--- src/rtl/xif_alu_coproc.sv ---
// eXtension-interface ALU coprocessor: ADD/SUB/XOR/AND on custom-0, results held in an in-order queue until commit/kill.
// Latency: result is offered the cycle after its commit event once it reaches the queue head; killed heads drain in one cycle.
// Backpressure: issue ready drops when the queue is full or operands are invalid; a stalled result holds until x_result_ready_i.
module xif_alu_coproc #(
    parameter int DEPTH      = 4,
    parameter int X_ID_WIDTH = 4
) (
    input  logic                  clk_i,
    input  logic                  rst_ni,
    input  logic                  x_issue_valid_i,
    output logic                  x_issue_ready_o,
    input  logic [31:0]           x_issue_instr_i,
    input  logic [X_ID_WIDTH-1:0] x_issue_id_i,
    input  logic [63:0]           x_issue_rs_i,
    input  logic [1:0]            x_issue_rs_valid_i,
    output logic                  x_issue_accept_o,
    output logic                  x_issue_writeback_o,
    input  logic                  x_commit_valid_i,
    input  logic [X_ID_WIDTH-1:0] x_commit_id_i,
    input  logic                  x_commit_kill_i,
    output logic                  x_result_valid_o,
    input  logic                  x_result_ready_i,
    output logic [X_ID_WIDTH-1:0] x_result_id_o,
    output logic [4:0]            x_result_rd_o,
    output logic [31:0]           x_result_data_o,
    output logic                  x_result_we_o
);

    localparam int AW = (DEPTH > 1) ? $clog2(DEPTH) : 1;

    typedef struct packed {
        logic                  committed;
        logic                  killed;
        logic [X_ID_WIDTH-1:0] id;
        logic [4:0]            rd;
        logic [31:0]           dat;
    } entry_t;

    entry_t            q [DEPTH];
    logic [DEPTH-1:0]  q_vld;
    logic [AW-1:0]     wr_ptr;
    logic [AW-1:0]     rd_ptr;
    logic [AW:0]       count;

    logic [6:0]        opcode;
    logic [2:0]        funct3;
    logic [6:0]        funct7;
    logic              dec_ok;
    logic [31:0]       rs1;
    logic [31:0]       rs2;
    logic [31:0]       alu_dat;
    logic              full;
    logic              issue_hs;
    logic              alloc;
    logic              new_hit;
    logic [DEPTH-1:0]  cmt_hit;
    entry_t            head;
    logic              head_vld;
    logic              res_vld;
    logic              pop;
    logic              unused_instr_bits;

    assign opcode = x_issue_instr_i[6:0];
    assign funct3 = x_issue_instr_i[14:12];
    assign funct7 = x_issue_instr_i[31:25];
    assign rs1    = x_issue_rs_i[31:0];
    assign rs2    = x_issue_rs_i[63:32];

    // rs1/rs2 register fields are irrelevant: operands arrive by value
    assign unused_instr_bits = &{1'b0, x_issue_instr_i[24:15]};

    assign dec_ok              = (opcode == 7'b0001011) && (funct7 == 7'd0) && !funct3[2];
    assign x_issue_accept_o    = dec_ok;
    assign x_issue_writeback_o = dec_ok;

    assign full            = (count == (AW+1)'(DEPTH));
    assign x_issue_ready_o = !full && (x_issue_rs_valid_i == 2'b11);
    assign issue_hs        = x_issue_valid_i && x_issue_ready_o;
    assign alloc           = issue_hs && dec_ok;

    always_comb begin
        alu_dat = '0;
        case (funct3[1:0])
            2'b00: alu_dat = rs1 + rs2;
            2'b01: alu_dat = rs1 - rs2;
            2'b10: alu_dat = rs1 ^ rs2;
            2'b11: alu_dat = rs1 & rs2;
            default: alu_dat = '0;
        endcase
    end

    always_comb begin
        cmt_hit = '0;
        for (int i = 0; i < DEPTH; i++) begin
            cmt_hit[i] = x_commit_valid_i && q_vld[i] && (q[i].id == x_commit_id_i);
        end
    end

    // a commit racing its own issue lands on the entry being written this cycle
    assign new_hit = x_commit_valid_i && alloc && (x_issue_id_i == x_commit_id_i);

    assign head     = q[rd_ptr];
    assign head_vld = q_vld[rd_ptr];
    assign res_vld  = head_vld && head.committed && !head.killed;
    assign pop      = head_vld && (head.killed || (head.committed && x_result_ready_i));

    assign x_result_valid_o = res_vld;
    assign x_result_we_o    = res_vld;
    assign x_result_id_o    = res_vld ? head.id  : '0;
    assign x_result_rd_o    = res_vld ? head.rd  : '0;
    assign x_result_data_o  = res_vld ? head.dat : '0;

    always_ff @(posedge clk_i) begin
        if (!rst_ni) begin
            q_vld  <= '0;
            wr_ptr <= '0;
            rd_ptr <= '0;
            count  <= '0;
            for (int i = 0; i < DEPTH; i++) begin
                q[i] <= '0;
            end
        end else begin
            for (int i = 0; i < DEPTH; i++) begin
                if (cmt_hit[i]) begin
                    if (x_commit_kill_i) begin
                        q[i].killed <= 1'b1;
                    end else begin
                        q[i].committed <= 1'b1;
                    end
                end
            end
            if (pop) begin
                q_vld[rd_ptr] <= 1'b0;
                rd_ptr        <= rd_ptr + 1'b1;
            end
            // tail slot is never valid here, so it cannot collide with a commit hit or the pop
            if (alloc) begin
                q[wr_ptr].committed <= new_hit && !x_commit_kill_i;
                q[wr_ptr].killed    <= new_hit && x_commit_kill_i;
                q[wr_ptr].id        <= x_issue_id_i;
                q[wr_ptr].rd        <= x_issue_instr_i[11:7];
                q[wr_ptr].dat       <= alu_dat;
                q_vld[wr_ptr]       <= 1'b1;
                wr_ptr              <= wr_ptr + 1'b1;
            end
            case ({alloc, pop})
                2'b10:   count <= count + 1'b1;
                2'b01:   count <= count - 1'b1;
                default: count <= count;
            endcase
        end
    end

endmodule

--- config.mk ---
export PLATFORM = sky130hd
export DESIGN_NAME = xif_alu_coproc
export DESIGN_NICKNAME = d
export VERILOG_FILES = /design/src/rtl/xif_alu_coproc.sv
export SDC_FILE = /design/constraint.sdc
export NUM_CORES = 1
export LEC_CHECK = 0
export CAP_MARGIN = 20
export CORE_MARGIN = 3
export CORE_UTILIZATION = 45
export CTS_CLUSTER_DIAMETER = 200
export DETAILED_ROUTE_END_ITERATION = 8
export PLACE_DENSITY = 0.75
export SETUP_SLACK_MARGIN = 0.5
export SLEW_MARGIN = 20
export SYNTH_ARGS = -nofsm -noshare
export SYNTH_HDL_FRONTEND = slang
export SYNTH_SLANG_ARGS = --single-unit
--- constraint.sdc ---
create_clock -name clk_i -period 3.75 [get_ports clk_i]
set_clock_uncertainty 0.05 [all_clocks]
set_input_delay 0.375 -clock clk_i [delete_from_list [all_inputs] [get_ports clk_i]]
set_output_delay 0.375 -clock clk_i [all_outputs]
set_load 0.01 [all_outputs]
* Yosys cells after proc, flatten, opt, wreduce, memory -nomap -nowiden
Memories as Yosys holds them, arrays and structs flattened. A register that Yosys moved wholly into a read port is not among the register bits.
Cells that the tools add are included.
W data, S select, Z words.
** Word-level totals
- Memories kept :: 1
- Output and inout bits :: 46
- Register bits after elaboration :: 11
- Bits of input ports :: 112
- Logic and storage cells :: 126
- Bits in writable memories :: 172
** Operators by class
- Add/subtract/negate cells :: 6
- Magnitude comparators :: 4
- Equal/unequal tests :: 13
- Reductions and logical operators :: 31
- Bitwise operators :: 13
- Muxes and demuxes :: 54
** Memory list
- q :: depth 4, width 43, rd ports 5, clocked after Yosys merged registers in 1, wr ports 5, line 39 : entry_t q [DEPTH];
** Operators with widths (number)
- $pmux W32 S4 :: 1
- $mux W1 :: 41
- $add A32 B32 Y32 :: 1
- $and A32 B32 Y32 :: 1
- $mux W32 :: 1
- $sub A32 B32 Y32 :: 1
- $xor A32 B32 Y32 :: 1
- $logic_and A1 B1 Y1 :: 23
- $eq A4 B4 Y1 :: 5
- $mux W4 :: 4
- $eq A2 B2 Y1 const B :: 4
- $or A1 B1 Y1 :: 8
- $eq A7 B4 Y1 const B :: 1
- $logic_not A7 Y1 :: 1
- $lt A2 B3 Y1 const B :: 2
- $pmux W3 S2 :: 1
- $mux W5 :: 1
- $add A2 B1 Y2 const B :: 2
- $and A4 B4 Y4 :: 1
- $demux W1 S2 :: 2
- $eq A2 B1 Y1 const B :: 2
- $ge A2 B1 Y1 const B :: 2
- $logic_not A1 Y1 :: 4
- $mux W2 :: 2
- 9 further kinds :: 9

* Longest topological paths before layout
Gate-level depths: netlist (run 1).
- Word-level depth :: 10
- Depth in mapped cells :: 18
- Depth with buffers taken out :: 17

* Least setup slack after synthesis (run 1)
Ideal clock, no wire load.
- Path kind :: input -> register
- Start :: input x_issue_rs_i[36]
- End :: memory q[0][31] (netlist name) (data pin)
- Path buffers :: 0
- Slack :: -0.018 ns
- Arrival :: 3.447 ns
- Cell stages on the path :: 16
- Required time :: 3.430 ns
- Setup time :: 0.270 ns
- Cell sequence :: nor4_2 > nand2_1 > nor2_1 > nand3b_1 > or3_1 > o41ai_1 > xor2_1 > ha_1 > a21oi_1 > o21a_1 > o21ai_0 > a211o_1 > a221oi_1 > o21ai_1 > xnor2_2 > a21oi_1
** RTL lines
- start: declaration :: line 14 : input logic [63:0] x_issue_rs_i,
- end: declaration :: line 39

==> summary.txt, run 1 <==
Synthesis
  • Summed instance area of the synthesized netlist: 11800 um^2
  • Count of distinct cell types in the synthesized netlist: 60
  • Fraction of registers with async set/reset: 0%
  • Synthesized instance count: 1089
  • Syn nets: 1276
  • Prevailing post-synth register cell: sky130_fd_sc_hd__edfxtp_1
  • Mean instance size in the synthesized netlist: 10.8 um^2
  • Sequential area share after synthesis: 45.4%
  • Number of flops mapped to enable cells by yosys: 166
  • Number of register bits inferred by synthesis: 185
  • Yosys warning total: 0

STA
  • Slew Limit Headroom: 28.9%
  • Minimum period implied by the final worst setup slack: 3.60 ns
  • Final worst-path cycle share: 96.1%
  • Unrepaired setup endpoints after global routing: true
  • Worst-margin pin slew: 1.06 ns
  • Final max-slew violation count: 0
  • Final setup violating endpoints: 0
  • Post-route setup slack: 0.148 ns
  • Worst hold-check slack: 0.443 ns
  • Final count of hold timing violations: 0
  • Highest attainable clock frequency: 278 MHz
  • Aggregate negative setup slack: 0 ns

Floorplan
  • Die span in x: 168 um
  • Die area: 28200 um^2
  • Vertical extent of the die: 168 um
  • I/O pin count: 158
  • CORE AREA: 25500 um^2
  • Site Rows: 58
  • Initial Utilization: 46.4%

Drt
  • Via-to-Cell Ratio: 5.59
  • Average wire per standard cell: 19.0 um
  • Number of search-and-repair iterations in the first detailed-routing pass: 5
  • Final ANT Viol Nets: 0
  • Drt drc: 0
  • Starting DRC count in detailed routing: 619
  • Total via count in the routed design: 9697
  • Aggregate routed wire length: 32900 um

Clock tree
  • Clock tree root buffer cell: sky130_fd_sc_hd__clkbuf_16
  • Number of H-tree branching levels: 4
  • Clock tree from TritonCTS: yes
  • CTS Sinks: 185
  • Number of buffers between clock root and the deepest sink: 2
  • Total CTS buffers: 17
  • Post-cts hold buffer count: 0
  • Worst-skew pair later-pin latency: 0.42 ns
  • Clock transition time at the flip-flop clock pins of the worst setup and hold paths: 0.07 ns

Worst hold path
  • Worst min-delay path startpoint: q_vld[3]
  • Worst hold path class: flip-flop to flip-flop

Pwr
  • Sw power: 0.00163 W
  • Static leakage: 6.41 nW
  • Power share of the clock group: 32.0%
  • Peak supply drop: 0.310 mV
  • Power per Cell Area: 345 nW/um^2
  • Total Power: 0.00560 W
  • Internal: 0.00398 W
  • Share of power burned in registers: 41.3%
  • Switching fraction of total power: 29.0%
  • Share of total power in combinational logic: 26.7%

Critical path
  • Crit Path Category: input port to flip-flop
  • Data required time of the worst path: 3.86 ns
  • Register-to-register path setup slack: 0.90 ns
  • Reg2Reg Capture Point: count[2]
  • Worst setup path endpoint: q[2][31]
  • Startpoint type of the worst setup path: input port
  • Cell depth of the worst flop-to-flop path: 9
  • Nature of the critical path endpoint: flip-flop
  • CP Data Arrival Time: 3.71 ns
  • Critical path origin: x_issue_rs_i[37]
  • Maximum fanout along the worst path: 5

Finish
  • Final Non-Filler Cells: 1734
  • Fraction of layout cells with a size suffix above 1: 29.1%
  • Layout Nets: 1578
  • Inserted Diodes: 0
  • Layout overhead on the synthesized area: 37.7%

Place
  • Routability-driven placement congestion ratio: 0.920
  • Post-Place Cells: 1681
  • Half-perimeter wire length of the detailed placement result: 23400 um
  • Count of port buffers added during placement: 147
  • Post-Place Setup Slack: -0.779 ns

GRT
  • Global-route usage over all layers: 23.1%
  • Pin count of the biggest net entering global routing: 37
  • Global route total overflow: 0
  • First-pass GRT wire length: 52000 um
  • Number of global-route vias before repair: 9871
  • Number of antenna violations at the first check in global routing: 0

Run
  • Total of max-cap violations: 0

Status
  • Outcome: completed
## synth_stat cells, drive strengths merged, types with 8 or more instances
library cell	n	area (um^2)
buf	9	43.8
nor2b	48	300
and3	12	75.1
nor4	9	68.8
nor2	154	578
o21ai	34	170
nand2	77	292
a21oi	65	325
and2	55	344
edfxtp	166	4980
o31ai	8	73.8
dfxtp	19	380
clkbuf	50	188
a31oi	12	75.1
mux2i	28	280
o22ai	9	56.3
or3	10	82.6
inv	27	101
nand3	17	85.1
xnor2	38	340
nor3	10	50.1
ha	73	913
a21o	14	105
xor2	37	324
mux4	44	991
## flip-flops by register name (all words and copies together) (netlist names), named ones only
| signal | count |
|---|---|
| q | 172 |
| q_vld | 4 |
| count | 3 |
| rd_ptr | 2 |
| wr_ptr | 2 |
## stage by stage
step	instance area, um^2	utilization [%]
floorplan	11900	-
detailed placement	14900	58.4
finish	16300	63.8
CTS	15900	62.3
global placement	14900	58.4
global route	16300	63.8
## worst min path at each step
stage                    end  cells after the start
floorplan           q_vld[2]                      2
global placement    q_vld[2]                      2
detailed placement  q_vld[3]                      2
CTS                 q_vld[3]                      2
global route        q_vld[3]                      2
finish              q_vld[3]                      2
## timing repair
item / 4_1_cts / 5_1_grt
setup buffers: 11 / 10
pin swaps: 64 / 71
gates resized for setup: 108 / 91
hold endpoints to repair: 0 / 0
endpoints found under the setup margin: 128 / 94
## critical path: stages
cell and delay [ns]:
sky130_fd_sc_hd__buf_8 0.10, sky130_fd_sc_hd__nor4_4 0.32, sky130_fd_sc_hd__nand2_2 0.14, sky130_fd_sc_hd__nor2_4 0.12, sky130_fd_sc_hd__nand3b_1 0.14, sky130_fd_sc_hd__or3_4 0.38, sky130_fd_sc_hd__o41ai_4 0.28, sky130_fd_sc_hd__xor2_2 0.21
sky130_fd_sc_hd__ha_4 0.25, sky130_fd_sc_hd__a21oi_4 0.17, sky130_fd_sc_hd__o21a_1 0.18, sky130_fd_sc_hd__o21ai_2 0.07, sky130_fd_sc_hd__a211o_1 0.30, sky130_fd_sc_hd__a221oi_2 0.26, sky130_fd_sc_hd__o21ai_2 0.10, sky130_fd_sc_hd__xnor2_2 0.22
sky130_fd_sc_hd__a21oi_1 0.10
## cells in the final DEF (no fill, tap or decap), types with 24 or more instances in the layout
master	synthesis	final
sky130_fd_sc_hd__a21oi_1	65	45
sky130_fd_sc_hd__xnor2_1	37	36
sky130_fd_sc_hd__and2_1	55	55
sky130_fd_sc_hd__edfxtp_1	166	166
sky130_fd_sc_hd__mux4_2	44	44
sky130_fd_sc_hd__nor2b_1	48	46
sky130_fd_sc_hd__xor2_1	37	36
sky130_fd_sc_hd__nor2_1	154	133
sky130_fd_sc_hd__buf_4	2	179
sky130_fd_sc_hd__mux2i_1	28	27
sky130_fd_sc_hd__nand2_1	76	63
sky130_fd_sc_hd__clkdlybuf4s50_1	0	127
sky130_fd_sc_hd__inv_1	26	24
sky130_fd_sc_hd__ha_1	73	69
## power groups by stage
stage	clock, W	sequential, W	combinational, W
3_5_place_dp	0	0.00236	0.00129
2_1_floorplan	0	0.00235	0.000675
4_1_cts	0.00181	0.00231	0.00137
3_3_place_gp	0	0.00236	0.00127
5_1_grt	0.00190	0.00232	0.00162
6_report	0.00179	0.00231	0.00150
## cell type report
| cell class | instances | area [um^2] |
|---|---|---|
| clock buffers | 17 | 425 |
| clock inverters | 15 | 181 |
| fillers | 1893 | 9220 |
| inverters | 27 | 101 |
| multi-input cells | 818 | 6760 |
| flip-flops and latches | 185 | 5370 |
| well taps | 330 | 413 |
| repair buffers | 342 | 3000 |
## kinds of logic after synthesis
group | synth area share, %
buffers and inverters | 2.82
flip-flops | 45.4
multiplexers | 11.3
AND/OR/NAND/NOR | 17.2
XOR/XNOR | 5.63
adder cells (fa/ha/maj) | 8.08
AO/OA/AOI/OAI | 9.53
## routing by layer
| layer | vias up | share of wire, % | global-route usage [%] | routed length (um) |
|---|---|---|---|---|
| met5 | - | 0 | 0 | 0 |
| met4 | 0 | 1.9 | 5.73 | 625 |
| met3 | 57 | 6.2 | 3.10 | 2050 |
| met2 | 382 | 48 | 38.9 | 15900 |
| met1 | 4678 | 44 | 31.8 | 14400 |
| li1 | 4580 | - | - | - |
Power figures use the tool's default switching activity.
==> run 2, diff against run 1 <==
- CORE_MARGIN: 3 -> 2
==> summary.txt, run 2 (synthesis gave the netlist of run 1 again) <==
Status
  • Outcome: completed

Pwr
  • Static leakage: 6.64 nW
  • Power per Cell Area: 344 nW/um^2
  • Peak supply drop: 0.360 mV

Floorplan
  • Vertical extent of the die: 166 um
  • Initial Utilization: 45.6%
  • Die span in x: 166 um
  • CORE AREA: 25900 um^2
  • Site Rows: 59
  • Die area: 27500 um^2
  • I/O pin count: 158

GRT
  • First-pass GRT wire length: 51100 um
  • Number of antenna violations at the first check in global routing: 0
  • Pin count of the biggest net entering global routing: 42
  • Global-route usage over all layers: 23.1%
  • Number of global-route vias before repair: 9751
  • Global route total overflow: 0

Critical path
  • Nature of the critical path endpoint: flip-flop
  • CP top delay family: compound AO/OA/AOI/OAI gates
  • Data required time of the worst path: 3.87 ns
  • CP Data Arrival Time: 3.81 ns
  • Crit Path Category: input port to flip-flop
  • Startpoint type of the worst setup path: input port
  • Chain of cells forming the critical path: buf_8, nor4_4, nand2_2, nor2_4, nand3b_1, or3_4, o41ai_4, xor2_1, ha_1, a21oi_2, o21a_1, o21ai_2, a211o_1, a221oi_2, o21ai_2, xnor2_2, a21oi_2
  • Max incr delay on CP: 0.37 ns
  • CP max-delay cell: sky130_fd_sc_hd__or3_4
  • Maximum fanout along the worst path: 4
  • Bufs and invs on worst path: 1

Finish
  • Finished Cell Area: 16900 um^2
  • Largest register FFs: 172
  • Layout overhead on the synthesized area: 43.0%
  • Inserted Diodes: 0
  • Fill cell instance count of the final layout: 1890
  • Utilization after layout: 65.2%
  • Largest registers ranked by flip-flop count: q x172, q_vld x4, count x3
  • Largest Register: q
  • Fraction of layout cells with a size suffix above 1: 33.7%
  • Layout Nets: 1606
  • Highest-count cells in the layout ignoring fill and taps: sky130_fd_sc_hd__buf_4 (185), sky130_fd_sc_hd__edfxtp_1 (166), sky130_fd_sc_hd__clkdlybuf4s50_1 (126)
  • Most common library cell in the layout ignoring fill and taps: sky130_fd_sc_hd__buf_4

STA
  • Highest attainable clock frequency: 271 MHz
  • Slew Limit Headroom: 22.2%
  • Final setup violating endpoints: 0
  • Worst hold-check slack: 0.440 ns
  • Final worst-path cycle share: 98.4%
  • Final max-slew violation count: 0
  • Worst-margin pin slew: 1.16 ns
  • Post-route setup slack: 0.0599 ns
  • Final count of hold timing violations: 0
  • Unrepaired setup endpoints after global routing: true
  • Minimum period implied by the final worst setup slack: 3.69 ns

Drt
  • Final ANT Viol Nets: 0
  • Starting DRC count in detailed routing: 729
  • Aggregate routed wire length: 33500 um
  • Total via count in the routed design: 9922
  • Via-to-Cell Ratio: 5.62
  • Number of search-and-repair iterations in the first detailed-routing pass: 5
  • Average wire per standard cell: 19.0 um
  • Drt drc: 0

Place
  • Post-DP Area: 14900 um^2
  • Post-Place Setup Slack: -0.746 ns
  • Count of port buffers added during placement: 147
  • Half-perimeter wire length of the detailed placement result: 22900 um
  • Routability-driven placement congestion ratio: 0.914

Clock tree
  • Clock tree from TritonCTS: yes
  • Clock tree root buffer cell: sky130_fd_sc_hd__clkbuf_16
  • Worst-skew pair later-pin latency: 0.43 ns
  • Clock transition time at the flip-flop clock pins of the worst setup and hold paths: 0.07 ns
  • Number of H-tree branching levels: 4
  • CTS Sinks: 185
  • Post-cts hold buffer count: 0
  • Total CTS buffers: 17
  • Number of buffers between clock root and the deepest sink: 2

Run
  • Total of max-cap violations: 0

Worst hold path
  • Worst hold path class: flip-flop to flip-flop
[run 2: metrics by stage]
step	TNS (ns)	instances	total power, W
2_1_floorplan	0	1089	0.00303
3_3_place_gp	-44.08	1688	0.00365
3_5_place_dp	-47.35	1688	0.00367
4_1_cts	0	1746	0.00559
5_1_grt	-0.731	1767	0.00602
6_report	0	1767	0.00581
[run 2: worst reg2reg max path, stage by stage, from the launching register on]
cell and delay, ns:
sky130_fd_sc_hd__dfxtp_2 0.35, sky130_fd_sc_hd__mux4_2 0.36, sky130_fd_sc_hd__a21oi_1 0.07, sky130_fd_sc_hd__nor2b_1 0.12
sky130_fd_sc_hd__buf_4 0.17, sky130_fd_sc_hd__ha_1 0.19, sky130_fd_sc_hd__inv_1 0.06, sky130_fd_sc_hd__fa_1 0.38
sky130_fd_sc_hd__xor2_1 0.16, sky130_fd_sc_hd__or3_1 0.30, sky130_fd_sc_hd__a21boi_0 0.15
[run 2: worst paths after layout]
| path | from | endpoint | slack, ns | depth (start not counted) |
|---|---|---|---|---|
| hold reg to reg | q_vld[1] | q_vld[1] | 0.44 | 2 |
| setup reg to reg | flip-flop | count[2] | 1.33 | 10 |
| setup / recovery | x_issue_rs_i[37] | q[3][31] | 0.06 | 17 |
| hold / removal | q_vld[1] | q_vld[1] | 0.44 | 2 |
[run 2: routing by layer]
| metal | routed length (um) | vias up | track usage, % | part of all wire, % |
|---|---|---|---|---|
| met5 | 0 | - | 0 | 0 |
| met4 | 590 | 0 | 5.82 | 1.8 |
| met3 | 1860 | 58 | 3.17 | 5.6 |
| met2 | 16500 | 359 | 38.6 | 49 |
| met1 | 14600 | 4876 | 32.1 | 44 |
| li1 | - | 4629 | - | - |
[run 2: area by class of cell]
type	count	area [um^2]	area share [%]
clock buffer	17	425	2.52
clock inverter	15	180	1.07
inverter	27	106	0.630
multi-input combinational	818	7050	41.8
sequential	185	5370	31.8
tap	335	419	2.48
timing repair buffer	370	3330	19.7
[run 2: power breakdown]
part / total (W) / leakage [nW] / internal (W) / switching (W)
sequential: 0.00231 / 1.87 / 0.00230 / 0.0000188
clock: 0.00183 / 0.303 / 0.00101 / 0.000819
combinational: 0.00166 / 4.47 / 0.000822 / 0.000841
total: 0.00581 / 6.64 / 0.00413 / 0.00168
[run 2: what timing repair did]
action	in CTS	in global routing
setup buffers	26	21
gates resized for setup	123	163
pin swaps	53	97
endpoints found under the hold margin	0	0
endpoints found under the setup margin	123	92
==> run 3, diff against run 2 <==
- CORE_ASPECT_RATIO: default -> 0.9
==> summary.txt, run 3 (synthesis gave the netlist of run 1 again) <==
Status
  • Outcome: completed

Critical path
  • Reg2Reg Capture Point: q[3][41]
  • Crit Path Category: input port to flip-flop
  • Chain of cells forming the critical path: buf_8, nor4_4, nand2_2, buf_4, o31ai_1, xor2_1, ha_1, buf_4, a21oi_1, nor3_4, nor3b_4, a22oi_2, buf_4, a31oi_1, xnor2_1, a21oi_1, buf_4, nor2_1
  • Worst path most repeated cell: sky130_fd_sc_hd__buf_4
  • Maximum fanout along the worst path: 6
  • FF-to-FF Start: count[0]
  • CP Data Arrival Time: 3.81 ns
  • Cell depth of the worst flop-to-flop path: 9
  • Bufs and invs on worst path: 5
  • Max incr delay on CP: 0.40 ns
  • CP top delay family: compound AO/OA/AOI/OAI gates
  • Startpoint type of the worst setup path: input port
  • Register-to-register path setup slack: 1.17 ns
  • CP max-delay cell: sky130_fd_sc_hd__a21oi_1
  • Data required time of the worst path: 3.87 ns
  • Nature of the critical path endpoint: flip-flop

Finish
  • Utilization after layout: 63.0%
  • Largest registers ranked by flip-flop count: q x172, q_vld x4, count x3
  • Fraction of layout cells with a size suffix above 1: 30.5%
  • Layout Nets: 1582
  • Layout overhead on the synthesized area: 38.3%
  • Largest Register: q
  • Largest register FFs: 172
  • Final Non-Filler Cells: 1756
  • Most common library cell in the layout ignoring fill and taps: sky130_fd_sc_hd__buf_4
  • Highest-count cells in the layout ignoring fill and taps: sky130_fd_sc_hd__buf_4 (183), sky130_fd_sc_hd__edfxtp_1 (166), sky130_fd_sc_hd__nor2_1 (128)
  • Inserted Diodes: 0

STA
  • Minimum period implied by the final worst setup slack: 3.70 ns
  • Final setup violating endpoints: 0
  • Final worst-path cycle share: 98.6%
  • Final max-slew violation count: 0
  • Worst hold-check slack: 0.439 ns
  • Worst-margin pin slew: 0.884 ns
  • Unrepaired setup endpoints after global routing: true
  • Post-route setup slack: 0.0542 ns
  • Final count of hold timing violations: 0
  • Highest attainable clock frequency: 271 MHz
  • Slew Limit Headroom: 40.7%

Drt
  • Total via count in the routed design: 9672
  • Final ANT Viol Nets: 0
  • Via-to-Cell Ratio: 5.51
  • Drt drc: 0
  • Number of search-and-repair iterations in the first detailed-routing pass: 5
  • Aggregate routed wire length: 33300 um
  • Starting DRC count in detailed routing: 696
  • Average wire per standard cell: 19.0 um

Pwr
  • Static leakage: 6.44 nW
  • Sw power: 0.00163 W
  • Peak supply drop: 0.365 mV
  • Internal: 0.00391 W
  • Switching fraction of total power: 29.4%
  • Share of power burned in registers: 41.7%
  • Total Power: 0.00554 W
  • Power per Cell Area: 340 nW/um^2
  • Share of total power in combinational logic: 27.6%
  • Power share of the clock group: 30.7%

Worst hold path
  • Worst Hold Path EP: q_vld[1]
  • Worst hold path class: flip-flop to flip-flop
  • Depth of the worst hold-timing path: 2
  • Worst min-delay path startpoint: q_vld[1]

Place
  • Routability-driven placement congestion ratio: 0.926
  • Half-perimeter wire length of the detailed placement result: 22800 um
  • Post-Place Setup Slack: -0.754 ns
  • Post-Place Cells: 1691
  • Count of port buffers added during placement: 147

Clock tree
  • Clock tree from TritonCTS: yes
  • Post-cts hold buffer count: 0
  • Number of H-tree branching levels: 4
  • Total CTS buffers: 17
  • Number of buffers between clock root and the deepest sink: 2
  • Worst-skew pair later-pin latency: 0.44 ns
  • Clock transition time at the flip-flop clock pins of the worst setup and hold paths: 0.07 ns
  • Clock tree root buffer cell: sky130_fd_sc_hd__clkbuf_16
  • CTS Sinks: 185

Floorplan
  • Die span in x: 175 um
  • Site Rows: 56
  • I/O pin count: 158
  • Initial Utilization: 45.5%
  • Vertical extent of the die: 158 um
  • Die area: 27500 um^2
  • CORE AREA: 25900 um^2

GRT
  • Number of global-route vias before repair: 9597
  • Pin count of the biggest net entering global routing: 42
  • Global route total overflow: 0
  • First-pass GRT wire length: 50300 um
  • Global-route usage over all layers: 23.6%
  • Number of antenna violations at the first check in global routing: 0

Run
  • Total of max-cap violations: 0
[run 3: how the worst max path moves through the flow]
stage / start / end / slack (ns) / cells past startpoint
5_1_grt: x_issue_rs_i[45] / q[1][29] / -0.07 / 20
4_1_cts: x_issue_rs_i[36] / q[0][31] / 0.03 / 17
3_3_place_gp: x_issue_rs_i[36] / q[0][19] / -0.66 / 17
6_report: x_issue_rs_i[37] / q[3][27] / 0.05 / 18
2_1_floorplan: x_issue_rs_i[36] / q[0][31] / 0.17 / 16
3_5_place_dp: x_issue_rs_i[36] / q[0][31] / -0.75 / 17
[run 3: timing repair]
item | in CTS | in global routing
setup buffers | 16 | 17
endpoints found under the setup margin | 139 | 143
resized for setup | 74 | 134
pin swaps | 32 | 92
[run 3: power by group through the flow]
stage	clock network [W]	registers, W	logic [W]
floorplan	0	0.00235	0.000675
global placement	0	0.00235	0.00127
detailed placement	0	0.00236	0.00129
CTS	0.00171	0.00231	0.00136
global route	0.00179	0.00232	0.00164
finish	0.00170	0.00231	0.00153
[run 3: layer usage]
metal  track usage [%]  vias to the layer above  share of wire [%]
li1                  -                     4590                  -
met1              30.7                     4666                 42
met2              40.4                      368                 50
met3              4.49                       48                6.6
met4              6.63                        0                1.5
met5                 0                        -                  0
[run 3: worst reg2reg max path: cells and delay by family (launching register included)]
kind            cells  cell delay [ns]
compound gates      2             0.49
simple gates        5             1.10
flops               1             0.35
buf+inv             2             0.35
[run 3: layout make-up]
cell class              count  area [um^2]
repair buffers            346         3090
inverters                  27          101
multi-input cells         818         6780
flip-flops and latches    185         5370
clock buffers              17          425
clock inverters            15          134
fillers                  1981         9600
well taps                 348          435
[run 3: per-stage QoR]
step / cell area, um^2 / setup TNS, ns
4_1_cts: 15700 / 0
3_5_place_dp: 14900 / -45.02
2_1_floorplan: 11900 / 0
5_1_grt: 16300 / -0.516
3_3_place_gp: 14900 / -39.65
6_report: 16300 / 0
